[src/rtl/req_driver.sv]
`default_nettype none
// ============================================================================
// Module   : req_driver
// Purpose  : Queues 2-bit request symbols {R1,R0} in a small FIFO and plays
//            them out to a registered pattern matcher. After a 11 symbol the
//            matcher ignores one input, so a GAP cycle is inserted. A final
//            DRAIN cycle lets the last response arrive. Grant cycles are
//            counted with saturation.
// Options  : REQ_DRIVER_CHECK_EN - when defined, enables a response checker
//            that predicts {G1,G0} one cycle after each SEND/GAP cycle and
//            raises a sticky error on mismatch. When undefined, error is 0.
// Revision : 1.0 - initial release
// ============================================================================
module req_driver #(
  parameter int DEPTH = 8
) (
  input  logic       clock,
  input  logic       reset,
  input  logic       load,
  input  logic [1:0] sym_in,
  output logic       load_ready,
  input  logic       start,
  output logic       R1,
  output logic       R0,
  input  logic       G0,
  input  logic       G1,
  output logic       busy,
  output logic       done,
  output logic [7:0] g0_count,
  output logic [7:0] g1_count,
  output logic       error
);

  localparam int AW = (DEPTH > 1) ? $clog2(DEPTH) : 1;
  localparam logic [AW:0] FULL_COUNT = (AW+1)'(DEPTH);
  localparam logic [AW:0] ONE_COUNT  = (AW+1)'(1);

  localparam logic [1:0] IDLE  = 2'd0;
  localparam logic [1:0] SEND  = 2'd1;
  localparam logic [1:0] GAP   = 2'd2;
  localparam logic [1:0] DRAIN = 2'd3;

  logic [1:0]    state;
  logic [1:0]    state_nxt;
  logic [1:0]    mem [DEPTH];
  logic [AW-1:0] wr_ptr;
  logic [AW-1:0] rd_ptr;
  logic [AW:0]   count;
  logic [1:0]    head;
  logic [1:0]    drive_sym;
  logic          push;
  logic          pop;
  logic          fifo_empty;
  logic          seq_start;

  assign fifo_empty = (count == '0);
  assign head       = mem[rd_ptr];
  assign load_ready = (state == IDLE) && (count != FULL_COUNT);
  assign push       = load && load_ready;
  // Every SEND cycle consumes exactly one symbol; the FIFO is never empty in SEND.
  assign pop        = (state == SEND);
  assign seq_start  = (state == IDLE) && start && !fifo_empty;
  assign busy       = (state != IDLE);

  // The symbol is driven in the same cycle it is popped; all other states idle the bus.
  assign drive_sym  = (state == SEND) ? head : 2'b00;
  assign R1         = drive_sym[1];
  assign R0         = drive_sym[0];

  // Symbol storage; contents need no reset because occupancy is tracked by count.
  always_ff @(posedge clock) begin
    if (push) begin
      mem[wr_ptr] <= sym_in;
    end
  end

  // FIFO pointers and occupancy; push only in IDLE and pop only in SEND, so never both.
  always_ff @(posedge clock) begin
    if (reset) begin
      wr_ptr <= '0;
      rd_ptr <= '0;
      count  <= '0;
    end else begin
      if (push) begin
        wr_ptr <= wr_ptr + 1'b1;
        count  <= count + 1'b1;
      end else if (pop) begin
        rd_ptr <= rd_ptr + 1'b1;
        count  <= count - 1'b1;
      end
    end
  end

  // Next-state selection for the playback sequencer.
  always_comb begin
    state_nxt = state;
    case (state)
      IDLE: begin
        if (seq_start) state_nxt = SEND;
      end
      SEND: begin
        // count still includes the symbol being popped this cycle
        if (head == 2'b11)          state_nxt = GAP;
        else if (count > ONE_COUNT) state_nxt = SEND;
        else                        state_nxt = DRAIN;
      end
      GAP: begin
        state_nxt = fifo_empty ? DRAIN : SEND;
      end
      DRAIN: begin
        state_nxt = IDLE;
      end
      default: begin
        state_nxt = IDLE;
      end
    endcase
  end

  // State register plus the one-cycle completion pulse on leaving DRAIN.
  always_ff @(posedge clock) begin
    if (reset) begin
      state <= IDLE;
      done  <= 1'b0;
    end else begin
      state <= state_nxt;
      done  <= (state == DRAIN);
    end
  end

  // Saturating grant counters, cleared when a new sequence starts.
  always_ff @(posedge clock) begin
    if (reset) begin
      g0_count <= 8'd0;
      g1_count <= 8'd0;
    end else if (seq_start) begin
      g0_count <= 8'd0;
      g1_count <= 8'd0;
    end else if (state != IDLE) begin
      if (G0 && (g0_count != 8'hFF)) g0_count <= g0_count + 8'd1;
      if (G1 && (g1_count != 8'hFF)) g1_count <= g1_count + 8'd1;
    end
  end

`ifdef REQ_DRIVER_CHECK_EN
  logic       chk_valid;
  logic [1:0] chk_exp;
  logic       err_r;

  // Predict next-cycle response from what is driven now; flag any mismatch stickily.
  always_ff @(posedge clock) begin
    if (reset) begin
      chk_valid <= 1'b0;
      chk_exp   <= 2'b00;
      err_r     <= 1'b0;
    end else begin
      chk_valid <= (state == SEND) || (state == GAP);
      if (state == GAP)             chk_exp <= 2'b10;
      else if (drive_sym == 2'b11)  chk_exp <= 2'b01;
      else                          chk_exp <= drive_sym;
      if (seq_start) begin
        err_r <= 1'b0;
      end else if (chk_valid && ({G1, G0} != chk_exp)) begin
        err_r <= 1'b1;
      end
    end
  end

  assign error = err_r;
`else
  assign error = 1'b0;
`endif

endmodule
`default_nettype wire

[config.mk]
export PLATFORM = sky130hd
export DESIGN_NAME = req_driver
export DESIGN_NICKNAME = d
export VERILOG_FILES = /design/src/rtl/req_driver.sv
export SDC_FILE = /design/constraint.sdc
export NUM_CORES = 1
export LEC_CHECK = 0
export ABC_AREA = 1
export CAP_MARGIN = 20
export CORE_MARGIN = 2
export CORE_UTILIZATION = 60
export DETAILED_ROUTE_END_ITERATION = 7
export DONT_BUFFER_PORTS = 1
export HOLD_SLACK_MARGIN = 0.1
export PLACE_DENSITY = 0.81
export SYNTH_ARGS = -nofsm -noshare
export SYNTH_HDL_FRONTEND = slang
export SYNTH_SLANG_ARGS = --single-unit
[constraint.sdc]
create_clock -name clock -period 1.9 [get_ports clock]
set_clock_uncertainty 0.1 [all_clocks]
set_input_delay 0.38 -clock clock [delete_from_list [all_inputs] [get_ports clock]]
set_output_delay 0.38 -clock clock [all_outputs]
set_load 0.005 [all_outputs]
# Word level (Yosys, flattened, before mapping)
# Memory sizes are Yosys's and may differ from the RTL's. A register that Yosys moved wholly into a read port is not among the register bits.
# Index checks and enable logic that the tools add are counted.
[classes] n_addsub=6 n_lt_le_gt_ge=1 eq_ne=8 muxes=12 bitwise_logic=1 n_reduce_logical=15
[ops] cell="$add 8x1->8 const B" count=2
[ops] cell="$ne 8x8->1 const B" count=2
[ops] cell="$mux 2" count=5
[ops] cell="$mux 4" count=2
[ops] cell="$pmux 2 s4" count=1
[ops] cell="$add 3x1->3 const B" count=2
[ops] cell="$eq 2x2->1 const B" count=3
[ops] cell="$logic_and 1x1->1" count=6
[ops] cell="$mux 3" count=2
[ops] cell="$reduce_and 2->1" count=3
[ops] cell="$add 4x1->4 const B" count=1
[ops] cell="$gt 4x1->1 const B" count=1
[ops] cell="$logic_not 4->1" count=1
[ops] cell="$ne 4x4->1 const B" count=1
[ops] cell="$reduce_bool 2->1" count=2
[ops] cell="$sub 4x1->4 const B" count=1
[ops] cell="$eq 2x1->1 const B" count=1
[ops] cell="$logic_not 2->1" count=1
[ops] cell="$mux 1" count=2
[ops] cell="$ne 2x2->1 const B" count=1
[ops] cell="$reduce_or 2->1" count=1
[ops] cell="$logic_not 1->1" count=1
[ops] cell="$not 1->1" count=1
[word_totals] regBits=29 mem_bits_rw=16 inputBits=8 output_inout_bits=22 word_cells=51 mem_count=1
[mem_list] memory="mem" words=8 word_bits=2 rd=1 rd_clocked_by_memory_dff=1 write_ports=1 line_no="45" source="logic [1:0] mem [DEPTH];"

# Longest topological paths before layout
[logic_depth] depth_word=7 ltp_mapped=11 mapped_depth_nobuf=10

# Least setup slack after synthesis
# No wires, ideal clock.
[synth_timing] kind="register to register" start="reg count[0]" end="mem mem[5][0] (enable)" setup_ns=0.309 arrival_ns=1.264 required_time_ns=1.491 setup_slack_ns=0.227 stages_incl_launch_ff=10 n_path_buf=0 synth_period_minus_slack_ns=1.673 path_cell_list="dfxtp_1 > inv_1 > ha_1 > nand3_1 > nand2_4 > clkinv_4 > nand2_4 > nor2_1 > inv_1 > nor2_1"
[synth_via] elab_chain_cells=5
[synth_lines] element="start, declared" line_no="48" source="logic [AW:0] count;"
[synth_lines] element="start signal, assigned" line_no="86" source="count <= count + 1'b1;"
[synth_lines] element="start signal, assigned" line_no="89" source="count <= count - 1'b1;"
[synth_lines] element="$ne 4x4->1" line_no="58" source="assign load_ready = (state == IDLE) && (count != FULL_COUNT);"
[synth_lines] element="$logic_and 1x1->1" line_no="58"
[synth_lines] element="named net load_ready" line_no="21" source="output logic load_ready,"
[synth_lines] element="$logic_and 1x1->1" line_no="59" source="assign push = load && load_ready;"
[synth_lines] element="$mux 1" line_no="72" source="if (push) begin"
[synth_lines] element="$mux 1 (implied by the code)" line_no="73" source="mem[wr_ptr] <= sym_in;"
[synth_lines] element="end, declared" line_no="45"
# The timed path passes the listed nets, and every way through them passes these cells.

# Worst setup path after layout
[layout_timing] start="reg count[1]" end="mem mem[6][0] (enable)"
# Same word-level chain as after synthesis.

==> summary.md <==
| Metric | Value |
|---|---|
| Violation count after the first detailed-route iteration | 120 |
| Post-DR wirelength/cell | 12.4 um |
| Internal Dissipation | 1860 uW |
| Highest metal layer with signal wires | met4 |
| Leakage power of the design | 0.00106 uW |
| Final antenna diode count | 0 |
| DRC | 0 |
| Achievable clock frequency | ~550 MHz |
| Critical path class | reg -> reg |
| Overflow left after global routing | 0 |
| Most area-consuming cells after synthesis | sky130_fd_sc_hd__dfxtp_1, sky130_fd_sc_hd__edfxtp_1, sky130_fd_sc_hd__nand2_1 |
| Cell type contributing the most total cell area after synthesis | sky130_fd_sc_hd__dfxtp_1 |
| Critical path origin | count[1]$_SDFFE_PP0P_ |
| Final nets | approximately 310 |
| Final std cells w/o fill | 346 |
| Synthesis warning total | 0 |
| Core Area | 3690 um2 |
| Highest-count cells in the layout ignoring fill and taps | sky130_fd_sc_hd__nand2_1, sky130_fd_sc_hd__inv_1, sky130_fd_sc_hd__dfxtp_1, sky130_fd_sc_hd__a21oi_1, sky130_fd_sc_hd__nor2_1 |
| R2R setup slack | 0.09 ns |
| Weighted congestion at the end of routability-driven global placement | 0.836 |
| Power share of the clock group | 18.6% |
| Endpoint of the lowest-slack register-to-register path | mem[6][0]$_DFFE_PP_ |
| Mean post-synth cell area | between 8 and 9 um2 |
| Fraction of layout cells with a size suffix above 1 | 10.7% |
| Total count of max-transition violations in the final report | 0 |
| Clock tree from TritonCTS | built |
| CTS HTree Levels | 2 |
| Required time of the critical path | 1.80 ns |
| Vias in the first global route | around 1700 |
| Register area share after synthesis | 48.0% |
| Share of the clock period used by the worst path after layout | 95.3% |
| Antenna violations before repair | 0 |
| Starting density of the core | 63.3% |
| Total length of routed met2 wires | 2020 um |
| Hold/Removal Path Class | in -> reg |
| Combinational share of power | around 36% |
| CP endpoint kind | register |
| Sw frac | 40.0% |
| Final setup violation count | 0 |
| Height of the chip | 66.4 um |
| Number of storage elements in the synthesis netlist | 48 |
| Quantity of I/O buffers inserted on ports | 0 |
| Total placed cells including tap cells | 335 |
| Setup_tns | 0 ns |
| Clock sinks | 48 |
| WL final | 4300 um |
| Clock edge transition at the registers on the reported setup and hold paths | roughly 0.090 ns |
| End point of the critical path | mem[6][0]$_DFFE_PP_ |
| Maximum buffer depth of the clock tree | 2 |
| Global Route Usage Sum | between 20% and 30% |
| Power density of the placed cells | 1240 nW/um2 |
| Cell count of the worst reg-to-reg path | 7 |
| Total standard cell area after synthesis | approximately 2300 um2 |
| Post-synth top area share | between 20% and 30% |
| Worst Path Arrival | 1.71 ns |
| Number of top-level design ports | 30 |
| Via count normalized by instance count | 5.20 |
| Clock latency on the worst-skew pair | 0.29 ns |
| Worst supply voltage drop on vdd | 0.000811 V |
| X dimension of the die | about 66 um |
| Clock buffer count from CTS | 5 |
| Portion of total power attributed to sequential cells | ~45% |
| Number of fillers in the final layout | 307 |
| Area enclosed by the die boundary | 4400 um2 |
| Distinct cell type count of the synthesized netlist | 31 |
| Number of maximum-capacitance violations | 0 |
| Setup repair after global routing missed its margin | true |
| Area grow syn2layout | 7.24% |
| Switching power of the nets | 1240 uW |
| Number of nets with antenna violations after detailed routing | 0 |
| Post-CTS setup repair buffer count | 0 |
| Most common library cell in the layout ignoring fill and taps | sky130_fd_sc_hd__nand2_1 |
| Metal3 WL | between 150 and 200 um |
| Nature of the critical path startpoint | register |
| Wire length of the first global-routing pass | about 7300 um |
| Final hold vios | 0 |
| Rows | 22 |
| Detailed-route via count | 1800 |
| Worst reg2reg path startpoint | count[1]$_SDFFE_PP0P_ |
| Met1 wire length | 2010 um |
| Detailed-placement wirelength estimate | 3160 um |
| Clock root buffer master | sky130_fd_sc_hd__clkbuf_8 |
| Peak fanout along the critical path | 5 |
| DRT Pass-1 Iters | 4 |
| Final critical delay including setup and external delays | 1.81 ns |
| Number of nets in the synthesized netlist | 305 |
| Largest net degree at the start of global routing | 15 |
| Run status | complete, no violations |
| Synthesized instance count | 289 |
## timing repair
item / 4_1_cts / 5_1_grt
hold endpoints to repair: 23 / 0
endpoints found under the setup margin: 0 / 10
gates resized for setup: 0 / 4
hold buffers: 3 / 0
## per-layer routing
layer | track usage [%] | vias up
met5 | 0 | -
met4 | 11.0 | 0
met3 | 5.11 | 11
met2 | 34.8 | 45
met1 | 28.3 | 802
li1 | - | 942
## cell families (layout without fill, tap and decap cells)
| kind of cell | count (synthesis) | in the layout | share of synthesized area (%) |
|---|---|---|---|
| xor+xnor | 7 | 7 | 2.63 |
| fa+ha+maj | 8 | 8 | 4.29 |
| other cells | 1 | 1 | 0.161 |
| compound gates | 43 | 43 | 10.2 |
| buf+inv | 54 | 63 | 9.49 |
| simple gates | 128 | 128 | 25.1 |
| flops | 48 | 48 | 48.0 |
## sequential cells by signal, summed over array words and instances, names as in the netlist, named ones only
name	count
count	4
done	1
g0_count	8
g1_count	8
mem	16
rd_ptr	3
state	2
wr_ptr	3
## area by class of cell
class | count | area, um2 | area share (%)
Inverter | 51 | 203 | 8.10
Multi-Input combinational cell | 187 | 998 | 39.9
Timing Repair Buffer | 4 | 37.5 | 1.50
Clock inverter | 1 | 5.00 | 0.200
Clock buffer | 7 | 76.3 | 3.05
Tap cell | 48 | 60.1 | 2.40
Sequential cell | 48 | 1120 | 44.9
## through the flow
stage	setup slack, ns	cell area (um2)	total power (uW)	utilization (%)	hold slack (ns)
after CTS	0.0444	2490	3100	67.6	0.203
after global routing	-0.0458	2500	3350	67.8	0.210
after global placement	0.209	2380	2470	64.6	0.352
final	0.0885	2500	3100	67.8	0.212
after floorplan	0.227	2330	2280	-	0.333
after detailed placement	0.120	2380	2520	64.6	0.356
## worst max-delay path: stages (launching register included)
cell and delay (ns):
sky130_fd_sc_hd__dfxtp_1 0.37, sky130_fd_sc_hd__inv_1 0.11, sky130_fd_sc_hd__ha_1 0.23, sky130_fd_sc_hd__nand3_1 0.14, sky130_fd_sc_hd__nand2_4 0.07, sky130_fd_sc_hd__clkinv_4 0.07
sky130_fd_sc_hd__nand3_1 0.20, sky130_fd_sc_hd__nor2_1 0.24
## worst min-delay path by stage
stage                     slack [ns]                    from  cells after the start                     end
after global routing            0.21                    load                      2  wr_ptr[1]$_SDFFE_PP0P_
after CTS                       0.20                    load                      2  wr_ptr[1]$_SDFFE_PP0P_
final                           0.21                    load                      2  wr_ptr[1]$_SDFFE_PP0P_
after floorplan                 0.33  rd_ptr[2]$_SDFFE_PP0P_                      2                register
after detailed placement        0.36                   reset                      1  wr_ptr[0]$_SDFFE_PP0P_
after global placement          0.35                   reset                      1  wr_ptr[0]$_SDFFE_PP0P_
## cells in the mapped netlist
cell type and instances:
sky130_fd_sc_hd__nor2_4 2, sky130_fd_sc_hd__nor3b_1 1, sky130_fd_sc_hd__inv_1 43, sky130_fd_sc_hd__inv_4 2, sky130_fd_sc_hd__nand2_4 2, sky130_fd_sc_hd__a21oi_1 22
sky130_fd_sc_hd__nor2_2 2, sky130_fd_sc_hd__conb_1 1, sky130_fd_sc_hd__nor3_1 4, sky130_fd_sc_hd__nor2_1 24, sky130_fd_sc_hd__nand3_4 1, sky130_fd_sc_hd__nand4_1 8
sky130_fd_sc_hd__dfxtp_1 32, sky130_fd_sc_hd__o21ai_0 14, sky130_fd_sc_hd__buf_4 2, sky130_fd_sc_hd__clkbuf_1 1, sky130_fd_sc_hd__clkinv_4 1, sky130_fd_sc_hd__edfxtp_1 16
sky130_fd_sc_hd__o211ai_1 1, sky130_fd_sc_hd__o21ai_2 2, sky130_fd_sc_hd__nand2_2 3, sky130_fd_sc_hd__o21ai_1 2, sky130_fd_sc_hd__clkinv_2 1, sky130_fd_sc_hd__ha_1 8
sky130_fd_sc_hd__nand2_1 64, sky130_fd_sc_hd__xor2_1 5, sky130_fd_sc_hd__inv_2 4, sky130_fd_sc_hd__xnor2_1 2, sky130_fd_sc_hd__nand3_1 17, sky130_fd_sc_hd__a211oi_1 1
sky130_fd_sc_hd__o21ai_4 1
## power groups by stage
stage          registers (uW)  logic, uW  clock network (uW)
3_5_place_dp             1410       1100                   0
2_1_floorplan            1370        907                   0
4_1_cts                  1390       1120                 595
5_1_grt                  1410       1300                 635
6_report                 1390       1130                 576
3_3_place_gp             1410       1070                   0
No activity file was read; power rests on OpenSTA's default activity.
